**config.mk**
```make
export PLATFORM = sky130hd
export DESIGN_NAME = rtc_bus_sequencer
export DESIGN_NICKNAME = d
export VERILOG_FILES = /design/src/rtl/rtc_bus_sequencer.sv
export SDC_FILE = /design/constraint.sdc
export NUM_CORES = 1
export LEC_CHECK = 0
export ABC_CLOCK_PERIOD_IN_PS = 4180
export CAP_MARGIN = 20
export CORE_MARGIN = 2
export CORE_UTILIZATION = 45
export DETAILED_ROUTE_END_ITERATION = 8
export DONT_BUFFER_PORTS = 1
export MAX_ROUTING_LAYER = met4
export PLACE_DENSITY_LB_ADDON = 0.15
export SYNTH_ARGS = -nofsm -noshare
export SYNTH_HDL_FRONTEND = slang
export SYNTH_SLANG_ARGS = --single-unit
```
**constraint.sdc**
```tcl
create_clock -name clock -period 4.18 [get_ports clock]
set_input_delay 0.627 -clock clock [delete_from_list [all_inputs] [get_ports clock]]
set_output_delay 0.627 -clock clock [all_outputs]
set_load 0.01 [all_outputs]
```
**src/rtl/rtc_bus_sequencer.sv**
```systemverilog
`default_nettype none
// ============================================================================
// Module  : rtc_bus_sequencer
// Purpose : Turns single-cycle read/write requests into timed multiplexed
//           address/data bus cycles on an external RTC chip. Each cycle walks
//           through ADDR, AHOLD, SETUP, STROBE, DHOLD and RECOV, each lasting
//           T_PH clocks. Read data is returned with a one-cycle valid pulse.
// Revision: 1.0 - initial release
// ============================================================================
module rtc_bus_sequencer #(
  parameter int T_PH = 10,
  parameter int AW   = 8
) (
  input  logic          clock,
  input  logic          reset,
  input  logic          start_wr,
  input  logic          start_rd,
  input  logic [AW-1:0] addr,
  input  logic [7:0]    wdata,
  input  logic [7:0]    ad_in,
  output logic [7:0]    ad_out,
  output logic          ad_oe,
  output logic          cs_n,
  output logic          ale,
  output logic          rd_n,
  output logic          wr_n,
  output logic [7:0]    rdata,
  output logic          rdata_valid,
  output logic          busy,
  output logic          done
);

  localparam logic [2:0] S_IDLE   = 3'd0;
  localparam logic [2:0] S_ADDR   = 3'd1;
  localparam logic [2:0] S_AHOLD  = 3'd2;
  localparam logic [2:0] S_SETUP  = 3'd3;
  localparam logic [2:0] S_STROBE = 3'd4;
  localparam logic [2:0] S_DHOLD  = 3'd5;
  localparam logic [2:0] S_RECOV  = 3'd6;

  // Terminal count of the per-phase counter.
  localparam logic [7:0] LAST = 8'(T_PH - 1);

  logic [2:0] state, state_nxt;
  logic [7:0] cnt, cnt_nxt;
  logic       op_wr, op_wr_nxt;
  logic [7:0] addr_l, addr_l_nxt;
  logic [7:0] wdata_l, wdata_l_nxt;
  logic [7:0] rdata_nxt;
  logic       rdata_valid_nxt;
  logic       done_nxt;
  logic       phase_end;

  logic [7:0] ad_out_nxt;
  logic       ad_oe_nxt;
  logic       cs_n_nxt;
  logic       ale_nxt;
  logic       rd_n_nxt;
  logic       wr_n_nxt;
  logic       busy_nxt;

  assign phase_end = (cnt == LAST);

  // Next-state, phase counter, request latching and read capture.
  always_comb begin
    state_nxt       = state;
    cnt_nxt         = cnt;
    op_wr_nxt       = op_wr;
    addr_l_nxt      = addr_l;
    wdata_l_nxt     = wdata_l;
    rdata_nxt       = rdata;
    rdata_valid_nxt = 1'b0;
    done_nxt        = 1'b0;
    if (state == S_IDLE) begin
      cnt_nxt = 8'd0;
      // Write wins when both requests arrive together.
      if (start_wr || start_rd) begin
        state_nxt   = S_ADDR;
        op_wr_nxt   = start_wr;
        addr_l_nxt  = 8'(addr);
        wdata_l_nxt = wdata;
      end
    end else if (phase_end) begin
      cnt_nxt = 8'd0;
      case (state)
        S_ADDR:   state_nxt = S_AHOLD;
        S_AHOLD:  state_nxt = S_SETUP;
        S_SETUP:  state_nxt = S_STROBE;
        S_STROBE: begin
          state_nxt = S_DHOLD;
          // Capture while rd_n is still low, at the end of the strobe.
          if (!op_wr) begin
            rdata_nxt       = ad_in;
            rdata_valid_nxt = 1'b1;
          end
        end
        S_DHOLD:  state_nxt = S_RECOV;
        S_RECOV: begin
          state_nxt = S_IDLE;
          done_nxt  = 1'b1;
        end
        default:  state_nxt = S_IDLE;
      endcase
    end else begin
      cnt_nxt = cnt + 8'd1;
    end
  end

  // Bus pin values for the state being entered, so the pins are registered.
  always_comb begin
    ad_out_nxt = 8'd0;
    ad_oe_nxt  = 1'b0;
    cs_n_nxt   = 1'b1;
    ale_nxt    = 1'b0;
    rd_n_nxt   = 1'b1;
    wr_n_nxt   = 1'b1;
    busy_nxt   = 1'b1;
    case (state_nxt)
      S_ADDR: begin
        cs_n_nxt   = 1'b0;
        ale_nxt    = 1'b1;
        ad_oe_nxt  = 1'b1;
        ad_out_nxt = addr_l_nxt;
      end
      S_AHOLD: begin
        cs_n_nxt   = 1'b0;
        ad_oe_nxt  = 1'b1;
        ad_out_nxt = addr_l_nxt;
      end
      S_SETUP, S_DHOLD: begin
        cs_n_nxt = 1'b0;
        if (op_wr_nxt) begin
          ad_oe_nxt  = 1'b1;
          ad_out_nxt = wdata_l_nxt;
        end
      end
      S_STROBE: begin
        cs_n_nxt = 1'b0;
        if (op_wr_nxt) begin
          wr_n_nxt   = 1'b0;
          ad_oe_nxt  = 1'b1;
          ad_out_nxt = wdata_l_nxt;
        end else begin
          rd_n_nxt = 1'b0;
        end
      end
      S_RECOV: begin
        busy_nxt = 1'b1;
      end
      default: begin
        busy_nxt = 1'b0;
      end
    endcase
  end

  // State registers and registered outputs; reset aborts any transaction.
  always_ff @(posedge clock or negedge reset) begin
    if (!reset) begin
      state       <= S_IDLE;
      cnt         <= 8'd0;
      op_wr       <= 1'b0;
      addr_l      <= 8'd0;
      wdata_l     <= 8'd0;
      rdata       <= 8'd0;
      rdata_valid <= 1'b0;
      done        <= 1'b0;
      ad_out      <= 8'd0;
      ad_oe       <= 1'b0;
      cs_n        <= 1'b1;
      ale         <= 1'b0;
      rd_n        <= 1'b1;
      wr_n        <= 1'b1;
      busy        <= 1'b0;
    end else begin
      state       <= state_nxt;
      cnt         <= cnt_nxt;
      op_wr       <= op_wr_nxt;
      addr_l      <= addr_l_nxt;
      wdata_l     <= wdata_l_nxt;
      rdata       <= rdata_nxt;
      rdata_valid <= rdata_valid_nxt;
      done        <= done_nxt;
      ad_out      <= ad_out_nxt;
      ad_oe       <= ad_oe_nxt;
      cs_n        <= cs_n_nxt;
      ale         <= ale_nxt;
      rd_n        <= rd_n_nxt;
      wr_n        <= wr_n_nxt;
      busy        <= busy_nxt;
    end
  end

endmodule
`default_nettype wire
```
### After elaboration in Yosys (flattened, before gate mapping)

Index checks and enable logic that the tools add are counted.

| word-level totals | value |
|---|---|
| register bits | 52 |
| bits in latches | 0 |
| bits in writable memories | 0 |
| bits in read-only memories | 0 |
| bits of input ports | 28 |
| word-level logic and storage cells | 67 |
| memories kept | 0 |

| operators by class | value |
|---|---|
| add/subtract/negate cells | 1 |
| $mul | 0 |
| divide/modulo/power cells | 0 |
| order comparisons | 0 |
| equality and inequality tests | 13 |
| shift operators | 0 |
| mux-type cells | 29 |
| bitwise operators | 2 |
| reductions and logical operators | 7 |

Operators by type and width:

| operator | number |
|---|---|
| 2-to-1 mux 8 bit | 7 |
| equality test 3 bit, second input constant | 6 |
| 2-to-1 mux 1 bit | 16 |
| one-hot mux 8 bit (2 select lines) | 1 |
| one-hot mux 3 bit (5 select lines) | 1 |
| equality test 3 x 2 -> 1 bit, second input constant | 4 |
| 2-to-1 mux 3 bit | 3 |
| adder 8 x 1 -> 8 bit, second input constant | 1 |
| equality test 8 x 4 -> 1 bit, second input constant | 1 |
| equality test 3 x 1 -> 1 bit, second input constant | 2 |
| OR reduction 6 bit | 1 |
| OR reduction 5 bit | 1 |
| AND reduction 4 bit | 1 |
| logical NOT 3 bit | 1 |
| OR reduction 3 bit | 1 |
| NOT 1 bit | 2 |
| one-hot mux 1 bit (2 select lines) | 1 |
| OR reduction 2 bit | 1 |
| logical OR 1 bit | 1 |

### Depth between registers and ports, before layout

Gate-level depths: netlist of run 1.

| logic depth | value |
|---|---|
| word-level depth | 7 |
| depth in mapped cells | 10 |
| depth with buffers taken out | 8 |

### Worst setup path before layout of run 1

No wires, ideal clock.

| timing path | value |
|---|---|
| kind | flip-flop to flip-flop |
| start point | register cnt[1] |
| end point | register ad_out[1] |
| arrival | 2482 ps |
| data required time | 4112 ps |
| path slack | 1629 ps |
| cell stages (with the launch flop) | 11 |
| period minus slack after synthesis | 2551 ps |
| cell sequence | dfrtp_1 -> inv_1 -> ha_1 -> or4b_4 -> or4_4 -> buf_6 -> and3_4 -> buf_6 -> buf_6 -> nor4b_2 -> a221o_1 |

| between the ends | value |
|---|---|
| word-level cells in the longest chain between the ends | 6 |
| elaborated cells between the ends (all ways) | 11 |
| classes of those cells | eq/ne: 6; mux: 3; reduce/logical: 2 |

RTL lines:

| what | line | source |
|---|---|---|
| from (decl) | 45 | `logic [7:0] cnt, cnt_nxt;` |
| from (signal assigned) | 176 | `cnt <= cnt_nxt;` |
| equality test 8 x 4 -> 1 bit * | 62 | `assign phase_end = (cnt == LAST);` |
| 2-to-1 mux 3 bit * | 83 | `end else if (phase_end) begin` |
| 2-to-1 mux 3 bit * | 74 | `if (state == S_IDLE) begin` |
| equality test 3 bit, or another cell as far along | 118 | `case (state_nxt)` |
| OR reduction 3 bit (no source line) / OR reduction 2 bit (equally long branches) | - |  |
| one-hot mux 8 bit (2 select lines) * | 118 |  |
| named net ad_out_nxt[1] | 54 | `logic [7:0] ad_out_nxt;` |
| to (signal assigned) | 183 | `ad_out <= ad_out_nxt;` |
| to (decl) | 21 | `output logic [7:0] ad_out,` |

Mark *: on every way through the listed nets, which the timed path passes. The rest lies on a longest branch.
A chain may end at the register's enable or synchronous reset.

### Final worst setup path of run 1

| timing path | value |
|---|---|
| start point | register cnt[1] |
| end point | register ad_oe |

| between the ends | value |
|---|---|
| word-level cells in the longest chain between the ends | 6 |
| elaborated cells between the ends (all ways) | 11 |
| classes of those cells | eq/ne: 6; mux: 3; reduce/logical: 2 |

RTL lines:

| what | line | source |
|---|---|---|
| equality test 8 x 4 -> 1 bit * | 62 |  |
| 2-to-1 mux 3 bit * | 83 |  |
| 2-to-1 mux 3 bit * | 74 |  |
| named net state_nxt[0] | 44 | `logic [2:0] state, state_nxt;` |
| equality test 3 bit, or another cell as far along | 118 |  |
| OR reduction 3 bit (no source line) / OR reduction 2 bit (equally long branches) | - |  |
| one-hot mux 1 bit (2 select lines) * | 118 |  |
| named net ad_oe_nxt | 55 | `logic ad_oe_nxt;` |
| to (signal assigned) | 184 | `ad_oe <= ad_oe_nxt;` |
| to (decl) | 22 | `output logic ad_oe,` |

Marks and branches as above.

==> impl_metrics.tcl, run 1 <==
set metrics [dict create \
    syn-num-nets 221 \
    place_area_um2 2420 \
    dr_total_vias 1501 \
    cp-start-kind "flop" \
    final_layout_size_suffix_gt1_share_pct 24.4 \
    final_cells 263 \
    hold_violations 0 \
    drtIter0Drc 70 \
    syn-instance-count 191 \
    ir_worst_vdd_mv 0.229 \
    place_congestion 0.817 \
    max_freq_mhz 357 \
    worstSkewPairLatency_ps 300 \
    synthDistinctLibCells 39 \
    routed_wl_um 4750 \
    multi_input_area_um2 962 \
    fin_crit_sh_pct 67.0 \
    p_per_area_nw_per_um2 358 \
    grt_use_total_pct 17.2 \
    die_area_um2 5890 \
    cpMaxStageDelayCell "o21ai_1" \
    placement.io_buffers 0 \
    n_antenna_cell 0 \
    core_area_um2 5110 \
    start_util_pct 46.6 \
    status "completed" \
    worst-path-buf-inv 2 \
    antenna_found_initial 0 \
    worst_slew_pin_slew_ps 761 \
    synth_area_um2 2380 \
    seqCellArea_um2 1310 \
    area_delta_synth_final_pct 9.04 \
    ant_nets 0 \
    wl_per_cell_um 18.1 \
    period_minus_slack_ps 2800 \
    stdcell_area_um2 2600 \
    synth_seq_cells 52 \
    route.detailed.drc 0 \
    io_pins 52 \
    synth_edf_count 0 \
    grt_pass1_wl_um 7850 \
    drv_slew 0 \
    die_h_um 76.7 \
    nFillCells 463 \
    dp_hpwl_um 3120 \
    syn_avg_cell_area_um2 12.5 \
    rsz0062_at_grt "false" \
    grt_pass1_vias 1539 \
    dp_cells 251 \
    clock_skew_ps 9.73 \
    numCtsBuffers 5 \
    vias_per_cell 5.71 \
    max-cap-violations 0 \
    num_rows 26 \
    finalPower_mw 0.930 \
    synth_ff_type "dfrtp_1" \
    power_leakage_nw 1.21 \
    drt_first_pass_iters 4 \
    finalCoreUtilization_pct 50.8 \
    cp.arrival_ps 2960 \
    slew_headroom_pct 49.2 \
    nets 222 \
    numClockSinks 52 \
    clock_path_buffers 2 \
    htreeDepth 2 \
    hold_path.class "primary input to async pin" \
    root_buffer "clkbuf_8" \
    cp_max_fo 19 \
    end_kind "flop" \
    synth_async_sr_flop_share_pct 100 \
    cts_tree "done" \
    cp_slowest_stage_delay_ps 580 \
    crit_chain "inv_1 > ha_1 > or4b_4 > o21ai_1 > and3_4 > inv_2 > nor3_1 > a221oi_1" \
    critical_path_class "flop to flop" \
    grt_max_degree 40 \
    setup_tns_ps 0 \
    crit_family "simple AND/OR/NAND/NOR gates" \
    required_ps 4340 \
    ctsResizeCount 0 \
    yosysSeqAreaShare_pct 54.8 \
    cts.clk_slew.worst_paths_ps 90 \
    die_w_um 76.7 \
    yosys_warnings 0 \
    setup_viol_count_final 0 \
    grt_overflow 0 \
]
[Yosys cell counts, types with 3 or more instances]
cell type | number | area, um^2
mux2_2 | 17 | 191
dfstp_2 | 3 | 78.8
nor4b_2 | 8 | 120
nand3_1 | 7 | 35.0
buf_6 | 3 | 33.8
mux2i_1 | 8 | 80.1
o31ai_1 | 8 | 60.1
dfrtp_1 | 49 | 1230
a221o_1 | 8 | 80.1
nor3_1 | 3 | 15.0
xor2_1 | 5 | 43.8
nand4_1 | 8 | 50.1
nor2_1 | 12 | 45.0
and3_1 | 3 | 18.8
inv_1 | 12 | 45.0
clkbuf_1 | 6 | 22.5
[worst reg2reg max path: stages (launching register included)]
cell and delay (ps):
dfrtp_1 430, inv_1 70, ha_1 140, or4b_4 480, o21ai_1 580, and3_4 470
inv_2 100, nor3_1 300, a221oi_1 100
[kinds of logic after synthesis]
| logic type | share of synthesized area [%] |
|---|---|
| and+or+nand+nor | 16.7 |
| xor gates and xnor gates | 2.57 |
| adders and majority gates | 1.05 |
| DFF | 54.8 |
| AOI/OAI and AO/OA | 8.51 |
| buffers and inverters | 4.94 |
| muxes | 11.4 |
[metal layers]
metal  GRT usage (%)  up-vias  wire, um
met5               -        -         0
met4            4.36        0        32
met3            5.53        4       250
met2            26.9       40      2270
met1            21.8      762      2200
li1                -      695         -
[per-stage QoR]
stage / hold slack [ps] / worst slack (ps)
after global routing: 123 / 1170
after detailed placement: 333 / 1280
after floorplan: 331 / 1630
final: 146 / 1380
after global placement: 333 / 1320
after CTS: 0.502 / 1250
[cells in the final DEF, fill, tap and decap left out, types with 2 or more instances in the layout]
cell type,synthesis,routed
a21o_1,2,2
a221o_1,8,8
and3_1,3,3
buf_4,0,2
bufinv_16,0,2
clkbuf_8,0,5
dfrtp_1,49,49
dfstp_2,3,3
dlygate4sd3_1,0,2
ha_1,2,2
inv_1,12,12
mux2_2,17,17
mux2i_1,8,8
nand2_1,2,2
nand3_1,7,7
nand4_1,8,8
nor2_1,12,12
nor2b_1,2,2
nor3_1,3,3
nor3b_1,2,2
nor4b_2,8,8
o31ai_1,8,8
xnor2_1,2,2
xor2_1,5,5
[registers in the layout, indices dropped and copies added (netlist names)]
register and flops:
ad_oe 1, ad_out 8, addr_l 8, ale 1, busy 1, cnt 8, cs_n 1, done 1
op_wr 1, rd_n 1, rdata 8, rdata_valid 1, state 3, wdata_l 8, wr_n 1
[worst paths after layout]
| kind | from | end | slack [ps] | depth (start not counted) |
|---|---|---|---|---|
| setup / recovery | cnt[1] | ad_oe | 1380 | 8 |
| max in group asynchronous | reset | wdata_l[7] | 3000 | 1 |
| min in group clock | ad_in[6] | rdata[6] | 470 | 1 |
| hold reg to reg | wdata_l[2] | wdata_l[2] | 520 | 2 |
| hold / removal | reset | rdata[2] | 150 | 1 |
| setup reg to reg | cnt[1] | ad_oe | 1380 | 8 |
[where the power goes]
part,switching [mW],total [mW],leakage [nW],internal (mW)
logic,0.00983,0.0162,0.472,0.00636
clock network,0.163,0.402,0.0654,0.239
registers,0.00442,0.511,0.675,0.507
total,0.177,0.930,1.21,0.752
[final cells by class]
type	instances	share of cell area (%)
inverter	13	1.88
sequential	52	50.3
multi-input combinational	114	37.1
timing repair buffer	6	2.31
tap	70	3.37
clock inverter	2	2.31
clock buffer	6	2.80
[timing repair]
action / in CTS / in global routing
hold endpoints to repair: 14 / 34
hold buffers: 2 / 1
setup buffers: 0 / 0
No activity file was read; power rests on OpenSTA's default activity.
==> run 2: changes to the inputs <==
--- a/config.mk
+++ b/config.mk
@@ -5,7 +5,7 @@
 export SDC_FILE = /design/constraint.sdc
 export NUM_CORES = 1
 export LEC_CHECK = 0
-export ABC_CLOCK_PERIOD_IN_PS = 4180
+export ABC_CLOCK_PERIOD_IN_PS = 2400
 export CAP_MARGIN = 20
 export CORE_MARGIN = 2
 export CORE_UTILIZATION = 45
==> constraint.sdc (replaced) <==
create_clock -name clock -period 2.4 [get_ports clock]
set_input_delay 0.36 -clock clock [delete_from_list [all_inputs] [get_ports clock]]
set_output_delay 0.36 -clock clock [all_outputs]
set_load 0.01 [all_outputs]
==> run 2 against run 1 <==
Against the previous run:
- clock skew fell by 1.3 ps
- clock power increased by 17%
- setup slack worse by 1300 ps
- count of clock-buffer cells in the layout unchanged
- cell count rose by 4.6%
- critical path type unchanged
- highest routed layer unchanged
==> impl_metrics.tcl, run 2 (synthesized netlist as in run 1, its figures left out) <==
set metrics [dict create \
    grt_pass1_vias 1611 \
    clock_skew_ps 8.45 \
    die_w_um 76.7 \
    die_h_um 76.7 \
    hold_start "ad_in[1]" \
    required_ps 2580 \
    nFillCells 459 \
    fin_ws_ps 46.9 \
    worst-path-buf-inv 2 \
    place_area_um2 2530 \
    end_kind "flop" \
    n_antenna_cell 0 \
    ir_worst_vdd_mv 0.219 \
    nets 234 \
    drt_first_pass_iters 4 \
    critical_path_class "flop to flop" \
    status "completed" \
    numCtsBuffers 5 \
    placement.io_buffers 0 \
    worstSkewPairLatency_ps 300 \
    grt_use_total_pct 17.0 \
    layout_commonest_cell "dfrtp_1" \
    dr_total_vias 1564 \
    core_area_um2 5110 \
    cts_setup_buffers 0 \
    ff2ff_path_depth 8 \
    final_layout_size_suffix_gt1_share_pct 30.7 \
    cp.arrival_ps 2540 \
    routed_wl_um 4810 \
    setup_tns_ps 0 \
    period_minus_slack_ps 2350 \
    route.detailed.drc 0 \
    setup_viol_count_final 0 \
    start_util_pct 46.6 \
    clock_path_buffers 2 \
    cp.depth 8 \
    root_buffer "clkbuf_8" \
    cp-startpoint "cnt[1]" \
    p_per_area_nw_per_um2 519 \
    hold_violations 0 \
    cpMaxStageDelayCell "or4_4" \
    slew_headroom_pct 59.3 \
    final_cell_mix "dfrtp_1, mux2_2, buf_4, inv_1, nor2_1" \
    cp-start-kind "flop" \
    cts_tree "done" \
    ant_nets 0 \
    htreeDepth 2 \
    finalCoreUtilization_pct 52.5 \
    max_freq_mhz 425 \
    dp_hpwl_um 3170 \
    hold_path.class "primary input to flop" \
    stdcell_area_um2 2680 \
    vias_per_cell 5.69 \
    area_delta_synth_final_pct 12.6 \
    cp_slowest_stage_delay_ps 530 \
    drtIter0Drc 74 \
    worst_slew_pin_slew_ps 611 \
    rsz0062_at_grt "true" \
    hold_depth 1 \
    wl_per_cell_um 17.5 \
    cts.clk_slew.worst_paths_ps 90 \
    power_leakage_nw 1.26 \
    crit_chain "inv_1 > ha_1 > or4b_4 > or4_4 > buf_6 > nand4_1 > o31ai_2 > a221o_1" \
    io_pins 52 \
    reg2reg_from "cnt[1]" \
    max-cap-violations 0 \
    seqCellArea_um2 1310 \
    numClockSinks 52 \
    die_area_um2 5890 \
    crit_family "simple AND/OR/NAND/NOR gates" \
    antenna_found_initial 0 \
    num_rows 26 \
    cp_max_fo 8 \
    post-place-ws_ps 60.9 \
    drv_slew 0 \
    grt_pass1_wl_um 7780 \
    grt_overflow 0 \
    fin_crit_sh_pct 98.0 \
    multi_input_area_um2 988 \
    place_congestion 0.855 \
    grt_max_degree 53 \
]
## run 2: routing by layer
metal | GRT usage (%) | part of all wire [%] | up-vias
li1 | - | - | 724
met1 | 20.4 | 44 | 801
met2 | 27.5 | 51 | 35
met3 | 4.94 | 4.6 | 4
met4 | 5.82 | 0.71 | 0
met5 | - | 0 | -
## run 2: worst paths after layout
kind / end / slack [ps]
worst max-delay path: ad_out[7] / 50
worst min-delay path: rdata[1] / 200
worst max register to register: ad_out[7] / 50
worst min register to register: wdata_l[1] / 520
max in group asynchronous: cs_n / 1540
min in group asynchronous: rdata[2] / 570
## run 2: worst reg2reg max path, delay by kind of cell, from the launching register on
family	cells	cell delay, ps
compound gates	2	380
fa+ha+maj	1	140
buf+inv	2	230
flops	1	380
simple gates	3	1130
## run 2: timing repair
| action | 4_1_cts | 5_1_grt |
|---|---|---|
| resized for setup | 0 | 5 |
| setup endpoints to repair | 0 | 9 |
| endpoints found under the hold margin | 52 | 0 |
| hold buffers | 2 | 0 |
## run 2: layout make-up
type,instances,share of cell area [%]
flip-flops and latches,52,48.7
well taps,70,3.27
repair buffers,17,6.21
multi-input cells,115,36.9
inverters,13,1.82
clock buffers,6,2.71
clock inverters,2,0.467
## run 2: power breakdown
group / switching, mW / internal, mW / total (mW)
sequential: 0.00771 / 0.882 / 0.890
clock: 0.268 / 0.204 / 0.472
combinational: 0.0186 / 0.0112 / 0.0298
total: 0.294 / 1.10 / 1.39
## run 2: per-stage QoR
| step | power [mW] | std cells | hold slack (ps) |
|---|---|---|---|
| global placement | 0.914 | 264 | 65.6 |
| global route | 1.48 | 275 | 179 |
| floorplan | 0.913 | 191 | 64.4 |
| detailed placement | 0.915 | 264 | 65.5 |
| CTS | 1.42 | 274 | 192 |
| finish | 1.39 | 275 | 204 |
==> run 3: changes to the inputs <==
--- a/config.mk
+++ b/config.mk
@@ -13,6 +13,7 @@
 export DONT_BUFFER_PORTS = 1
 export MAX_ROUTING_LAYER = met4
 export PLACE_DENSITY_LB_ADDON = 0.15
+export SLEW_MARGIN = 0
 export SYNTH_ARGS = -nofsm -noshare
 export SYNTH_HDL_FRONTEND = slang
 export SYNTH_SLANG_ARGS = --single-unit
==> results of run 3 <==
No change in the layout: final DEF, timing and power equal those of run 2.
